--- src/rtl/bus_pkg.sv ---
// Shared types and decode constants for the 68000 bus responder.
package bus_pkg;
  typedef enum logic [2:0] {IDLE, DECODE, ACCESS, HOLD, ACK, BERR} state_t;
  typedef enum logic [1:0] {PROM, SRAM, NONE} region_t;

  localparam logic [3:0] PROM_HI_NIBBLE = 4'h0;
  localparam logic [3:0] SRAM_HI_NIBBLE = 4'h1;
endpackage

--- src/rtl/bus_responder_sync2.sv ---
// Two-flop synchronizer with a selectable reset value.
module sync2 #(
  parameter logic RST_VAL = 1'b0
) (
  input  logic gclk,
  input  logic rst,
  input  logic d,
  output logic q
);
  logic meta;

  always_ff @(posedge gclk) begin
    if (rst) begin
      meta <= RST_VAL;
      q    <= RST_VAL;
    end else begin
      meta <= d;
      q    <= meta;
    end
  end
endmodule

--- src/rtl/bus_responder.sv ---
// 68000 bus target: decodes chip selects/strobes, inserts wait states,
// raises DTACK_N or BERR_N, and can hold each cycle for a STEP press.
module bus_responder
  import bus_pkg::*;
#(
  parameter int PROM_WAIT  = 2,
  parameter int SRAM_WAIT  = 1,
  parameter int DS_TIMEOUT = 64
) (
  input  logic        MCLK,
  input  logic        RESET,
  input  logic        AS_N,
  input  logic        UDS_N,
  input  logic        LDS_N,
  input  logic        RW,
  input  logic [23:1] A,
  input  logic        STEPEN,
  input  logic        STEP,
  output logic        DTACK_N,
  output logic        BERR_N,
  output logic        PROMCS0,
  output logic        PROMCS1,
  output logic        SRAMCS0,
  output logic        SRAMCS1,
  output logic        OE_N,
  output logic        WE_N,
  output logic        RUN
);
  localparam logic [3:0] PW = 4'(PROM_WAIT);
  localparam logic [3:0] SW = 4'(SRAM_WAIT);
  localparam logic [7:0] TO_LAST = 8'(DS_TIMEOUT - 1);

  logic sas_n, suds_n, slds_n, srw, sstep;

  sync2 #(.RST_VAL(1'b1)) u_as  (.gclk(MCLK), .rst(RESET), .d(AS_N),  .q(sas_n));
  sync2 #(.RST_VAL(1'b1)) u_uds (.gclk(MCLK), .rst(RESET), .d(UDS_N), .q(suds_n));
  sync2 #(.RST_VAL(1'b1)) u_lds (.gclk(MCLK), .rst(RESET), .d(LDS_N), .q(slds_n));
  sync2 #(.RST_VAL(1'b1)) u_rw  (.gclk(MCLK), .rst(RESET), .d(RW),    .q(srw));
  sync2 #(.RST_VAL(1'b0)) u_stp (.gclk(MCLK), .rst(RESET), .d(STEP),  .q(sstep));

  function automatic region_t decode(input logic [3:0] nib);
    case (nib)
      PROM_HI_NIBBLE: return PROM;
      SRAM_HI_NIBBLE: return SRAM;
      default:        return NONE;
    endcase
  endfunction

  state_t      state, state_d;
  region_t     region, region_d;
  logic [1:0]  lanes, lanes_d;   // {upper, lower}, 1 = lane selected
  logic        rw_q, rw_d;
  logic [3:0]  wcnt, wcnt_d;
  logic [7:0]  tcnt, tcnt_d;
  logic        step_prev;
  logic [1:0]  sync_vld;
  logic        armed;
  logic        act;
  logic        unused_a;

  assign unused_a = ^A[19:1];

  always_comb begin
    state_d  = state;
    region_d = region;
    lanes_d  = lanes;
    rw_d     = rw_q;
    wcnt_d   = wcnt;
    tcnt_d   = tcnt;
    case (state)
      IDLE:
        if (armed && !sas_n) begin
          tcnt_d  = '0;
          state_d = DECODE;
        end
      DECODE:
        if (sas_n) state_d = IDLE;
        else if (!suds_n || !slds_n) begin
          region_d = decode(A[23:20]);
          if (region_d == NONE) state_d = BERR;
          else begin
            state_d = ACCESS;
            lanes_d = {!suds_n, !slds_n};
            rw_d    = srw;
            wcnt_d  = (region_d == PROM) ? PW : SW;
          end
        end else if (tcnt == TO_LAST) state_d = BERR;
        else tcnt_d = tcnt + 8'd1;
      ACCESS:
        if (sas_n) state_d = IDLE;
        else if (wcnt == 4'd0) state_d = STEPEN ? HOLD : ACK;
        else wcnt_d = wcnt - 4'd1;
      HOLD:
        if (sas_n) state_d = IDLE;
        else if (!STEPEN || (sstep && !step_prev)) state_d = ACK;
      ACK, BERR:
        if (sas_n) state_d = IDLE;
      default: state_d = IDLE;
    endcase
  end

  assign act = (state_d == ACCESS) || (state_d == HOLD) || (state_d == ACK);

  // Outputs come from next-state so they change on the same edge as the state.
  always_ff @(posedge MCLK) begin
    if (RESET) begin
      state     <= IDLE;
      region    <= NONE;
      lanes     <= '0;
      rw_q      <= 1'b1;
      wcnt      <= '0;
      tcnt      <= '0;
      step_prev <= 1'b0;
      sync_vld  <= '0;
      armed     <= 1'b0;
      DTACK_N   <= 1'b1;
      BERR_N    <= 1'b1;
      PROMCS0   <= 1'b1;
      PROMCS1   <= 1'b1;
      SRAMCS0   <= 1'b1;
      SRAMCS1   <= 1'b1;
      OE_N      <= 1'b1;
      WE_N      <= 1'b1;
      RUN       <= 1'b1;
    end else begin
      state     <= state_d;
      region    <= region_d;
      lanes     <= lanes_d;
      rw_q      <= rw_d;
      wcnt      <= wcnt_d;
      tcnt      <= tcnt_d;
      step_prev <= sstep;
      // AS must be seen high once the synchronizer holds real samples
      sync_vld  <= {sync_vld[0], 1'b1};
      armed     <= armed | (sync_vld[1] & sas_n);
      DTACK_N   <= !(state_d == ACK);
      BERR_N    <= !(state_d == BERR);
      RUN       <= !(state_d == HOLD);
      PROMCS0   <= !(act && region_d == PROM && lanes_d[1]);
      PROMCS1   <= !(act && region_d == PROM && lanes_d[0]);
      SRAMCS0   <= !(act && region_d == SRAM && lanes_d[1]);
      SRAMCS1   <= !(act && region_d == SRAM && lanes_d[0]);
      OE_N      <= !(act && rw_d);
      WE_N      <= !(act && !rw_d);
    end
  end
endmodule
--- config.mk ---
export PLATFORM = sky130hd
export DESIGN_NAME = bus_responder
export DESIGN_NICKNAME = d
export VERILOG_FILES = /design/src/rtl/bus_pkg.sv /design/src/rtl/bus_responder_sync2.sv /design/src/rtl/bus_responder.sv
export SDC_FILE = /design/constraint.sdc
export NUM_CORES = 1
export LEC_CHECK = 0
export CAP_MARGIN = 25
export CELL_PAD_IN_SITES_DETAIL_PLACEMENT = 1
export CELL_PAD_IN_SITES_GLOBAL_PLACEMENT = 2
export CORE_ASPECT_RATIO = 0.5
export CORE_MARGIN = 3
export CORE_UTILIZATION = 30
export DETAILED_ROUTE_END_ITERATION = 10
export PLACE_DENSITY_LB_ADDON = 0.1
export SYNTH_ARGS = -nofsm -noshare
export SYNTH_HDL_FRONTEND = slang
export SYNTH_HIERARCHICAL = 1
export SYNTH_SLANG_ARGS = --single-unit
--- constraint.sdc ---
create_clock -name MCLK -period 2.8 [get_ports MCLK]
set_input_delay 0.56 -clock MCLK [delete_from_list [all_inputs] [get_ports MCLK]]
set_output_delay 0.56 -clock MCLK [all_outputs]
set_load 0.02 [all_outputs]
==> impl_metrics.xml <==
<?xml version="1.0" encoding="UTF-8"?>
<metrics>
  <group name="finish">
    <metric name="final_core_utilization" unit="%">42.0</metric>
    <metric name="reg_area" unit="sq um">861</metric>
    <metric name="area_delta_synth_final" unit="%">26.4</metric>
    <metric name="final.fill_count" unit="">605</metric>
    <metric name="num_antenna_cells" unit="">0</metric>
    <metric name="footprint_of_the_multi_input_gates" unit="sq um">855</metric>
    <metric name="final_layout_size_suffix_gt1_share" unit="%">12.3</metric>
    <metric name="nNetsFinal" unit="">243</metric>
    <metric name="postLayoutCellArea" unit="sq um">2220</metric>
  </group>
  <group name="sta">
    <metric name="setup_total_neg_slack" unit="ns">0</metric>
    <metric name="final-hold-violation-count" unit="">0</metric>
    <metric name="clock.fmax" unit="MHz">429</metric>
    <metric name="tightest_slew" unit="ns">0.657</metric>
    <metric name="final-max-slew-violation-count" unit="">0</metric>
    <metric name="final_min_period_over_clock_period" unit="%">83.2</metric>
    <metric name="max-slew-margin-rel" unit="%">56.1</metric>
    <metric name="rsz0062_at_grt" unit="">false</metric>
    <metric name="layout_min_cycle_time" unit="ns">2.33</metric>
    <metric name="timing.final.setup_violations" unit="">0</metric>
    <metric name="fin_worst_skew" unit="ns">0.00402</metric>
  </group>
  <group name="setup_path">
    <metric name="crit_path_cell_trace" unit="">clkdlybuf4s50_1 -&gt; a2111oi_0 -&gt; buf_4 -&gt; a21oi_1 -&gt; a311o_1 -&gt; a21bo_2 -&gt; nand3_1</metric>
    <metric name="reg2reg_slack" unit="ns">0.66</metric>
    <metric name="path_depth" unit="">7</metric>
    <metric name="cpLargestDelayFamily" unit="">compound AO/OA/AOI/OAI gates</metric>
    <metric name="critPathRequiredTime" unit="ns">2.95</metric>
    <metric name="worst_r2r_path_depth" unit="">5</metric>
    <metric name="slowest_delay" unit="ns">0.45</metric>
    <metric name="crit_path_end_kind" unit="">register</metric>
    <metric name="crit-reg2reg-capture" unit="">tcnt[1]</metric>
    <metric name="timing.critical_path.buf_inv" unit="">2</metric>
    <metric name="startpoint_type" unit="">primary input</metric>
    <metric name="crit_path_start" unit="">A[21]</metric>
    <metric name="critPathArrivalTime" unit="ns">2.48</metric>
    <metric name="criticalPathCategory" unit="">in -&gt; reg</metric>
    <metric name="largest_fanout_on_the_critical_path" unit="">6</metric>
    <metric name="crit_path_end" unit="">WE_N</metric>
    <metric name="worst_r2r_startpoint" unit="">state[2]</metric>
    <metric name="timing.critical_path.slowest_stage_cell" unit="">a2111oi_0</metric>
  </group>
  <group name="clock_tree">
    <metric name="cts.hold.buffers_added" unit="">0</metric>
    <metric name="cts_inserted_buffers" unit="">5</metric>
    <metric name="clkSinkCount" unit="">43</metric>
    <metric name="clkLatencyLatePin" unit="ns">0.28</metric>
    <metric name="max_h_tree_level" unit="">2</metric>
    <metric name="clkTransAtPathRegs" unit="ns">0.06</metric>
    <metric name="clk_root_buffer_cell" unit="">clkbuf_16</metric>
    <metric name="cts_setup_buffers" unit="">0</metric>
    <metric name="cts_tree" unit="">done</metric>
    <metric name="ctsLongestPathBuffers" unit="">2</metric>
    <metric name="resized_after_cts" unit="">0</metric>
  </group>
  <group name="yosys">
    <metric name="ys_seq_area_share" unit="%">49.1</metric>
    <metric name="syn_area" unit="sq um">1750</metric>
    <metric name="count_of_mapped_cells_out_of_synthesis" unit="">182</metric>
    <metric name="synth_top_flop_cell" unit="">dfxtp_1</metric>
    <metric name="mappedNetlistNets" unit="">215</metric>
    <metric name="synthDistinctLibCells" unit="">47</metric>
    <metric name="postSynthRegisterBits" unit="">43</metric>
    <metric name="yosysMostFrequentCell" unit="">dfxtp_1</metric>
    <metric name="synth_enable_flop_cells" unit="">0</metric>
    <metric name="yosysWarningCount" unit="">6</metric>
    <metric name="netlist.top_cell.by_area" unit="">dfxtp_1</metric>
    <metric name="post_synth_most_frequent_cells" unit="">dfxtp_1 (43), nor2_1 (25), nand2_1 (13)</metric>
    <metric name="async_reset_ff_share" unit="%">0</metric>
    <metric name="synthTopCellsByArea" unit="">dfxtp_1 (49%), nor2_1 (5.4%), xor2_1 (4.0%), or2_1 (2.9%), nand2_1 (2.8%)</metric>
    <metric name="avg_inst_size_synth" unit="sq um">9.63</metric>
    <metric name="yosysTopAreaCellShare" unit="%">49.1</metric>
  </group>
  <group name="drt">
    <metric name="drt_drc_violations_left" unit="">0</metric>
    <metric name="drt_pre_antenna_iters" unit="">4</metric>
    <metric name="post_route_antenna_net_violation_count" unit="">0</metric>
    <metric name="dr.first_iter.drc_count" unit="">47</metric>
    <metric name="detail_route.wl_per_cell" unit="microns">14.9</metric>
    <metric name="routed_wl" unit="mm">4.20</metric>
    <metric name="route.vias.total" unit="">1389</metric>
    <metric name="via_per_inst" unit="">4.94</metric>
  </group>
  <group name="place">
    <metric name="buffer_ports.inserted" unit="">20</metric>
    <metric name="place_hpwl" unit="mm">3.02</metric>
    <metric name="finalWeightedCongestion" unit="">0.762</metric>
    <metric name="area_after_detailed_placement" unit="sq um">2060</metric>
  </group>
  <group name="floorplan">
    <metric name="die_width" unit="microns">114</metric>
    <metric name="placeableCoreArea" unit="sq um">5270</metric>
    <metric name="floorplan.die.height" unit="microns">60.1</metric>
    <metric name="initial_utilization" unit="%">33.3</metric>
    <metric name="dieArea" unit="sq um">6850</metric>
    <metric name="rows" unit="">18</metric>
    <metric name="pin_count" unit="">40</metric>
  </group>
  <group name="global_routing">
    <metric name="globalRouteMet2Util" unit="%">19.7</metric>
    <metric name="grt_pass1_vias" unit="">1391</metric>
    <metric name="grt_first_pass_wirelength" unit="mm">6.87</metric>
    <metric name="busiest_layer" unit="">met2</metric>
    <metric name="global_route.usage.met3" unit="%">4.85</metric>
    <metric name="grtUsageMet1" unit="%">18.4</metric>
    <metric name="grt_start_max_net_pins" unit="">26</metric>
    <metric name="overflow_after_grt" unit="">0</metric>
    <metric name="grt_antenna_before_repair" unit="">0</metric>
    <metric name="globalRouteTotalUtil" unit="%">13.3</metric>
  </group>
  <group name="power">
    <metric name="total_power" unit="mW">1.29</metric>
    <metric name="p_leak" unit="nW">0.787</metric>
    <metric name="power.density_cell_area" unit="nW/um^2">580</metric>
    <metric name="vdd_ir_drop_max" unit="V">0.000236</metric>
  </group>
  <group name="status">
    <metric name="result_of_the_run" unit="">complete, no violations</metric>
  </group>
  <group name="worst_hold_path">
    <metric name="worst_hold_path_class" unit="">reg -&gt; reg</metric>
  </group>
  <group name="flow_run">
    <metric name="max_cap_viol_count" unit="">0</metric>
  </group>
</metrics>
[stage by stage]
stage	std cells	hold WS, ns	setup WS, ns
floorplan	182	0.385	0.821
global placement	273	0.389	0.276
detailed placement	273	0.399	0.158
CTS	281	0.413	0.452
global route	281	0.435	0.299
finish	281	0.407	0.470
[layout make-up]
cell class | instances | share of cell area [%]
inverter | 3 | 0.508
tap | 70 | 3.95
clock buffer | 8 | 7.06
sequential | 43 | 38.8
timing repair buffer | 26 | 11.1
multi-input combinational | 131 | 38.6
[power breakdown]
part           switching [mW]  internal [mW]  total (mW)  leakage (nW)
logic                  0.0266         0.0267      0.0534         0.360
clock network           0.227          0.380       0.606        0.0772
registers             0.00493          0.622       0.627         0.350
total                   0.258           1.03        1.29         0.787
[cells in the final DEF, fill, tap and decap left out, types with 4 or more instances in the layout]
cell,Yosys,final
a21oi_1,6,6
buf_4,0,6
clkbuf_16,0,5
clkdlybuf4s50_1,0,20
dfxtp_1,43,43
nand2_1,13,13
nand2b_1,5,5
nor2_1,25,25
nor2b_1,5,5
nor3_1,4,4
nor3b_1,4,4
o2111ai_1,4,4
o21ai_0,7,7
or2_1,8,8
xor2_1,8,8
[kinds of logic (layout without fill, tap and decap cells)]
family | count (synthesis) | count (layout) | share of synthesized area, %
buffers and inverters | 8 | 37 | 2.14
XOR/XNOR | 8 | 8 | 4.00
adder cells (fa/ha/maj) | 2 | 2 | 1.43
AND/OR/NAND/NOR | 83 | 83 | 26.5
flip-flops | 43 | 43 | 49.1
multiplexers | 3 | 3 | 1.71
AO/OA/AOI/OAI | 35 | 35 | 15.1
[flip-flops by register name, indices dropped and copies added (netlist names), 2 cells and up]
register  count
lanes         2
region        2
state         3
sync_vld      2
tcnt          8
wcnt          4
[how the worst min path moves through the flow]
stage / from / end / slack [ns] / cells past startpoint
4_1_cts: u_as/meta / u_as/q / 0.41 / 1
6_report: u_as/meta / u_as/q / 0.41 / 1
3_5_place_dp: u_as/meta / u_as/q / 0.40 / 1
2_1_floorplan: u_as/meta / u_as/q / 0.39 / 1
3_3_place_gp: u_rw/meta / u_rw/q / 0.39 / 1
5_1_grt: u_rw/meta / u_rw/q / 0.43 / 1
[per-layer routing]
metal  wire length, microns  vias up
li1                       -      702
met1                   2300      659
met2                   1680       23
met3                    182        5
met4                     38        0
met5                      0        -
(Power assumes the default switching activity.)
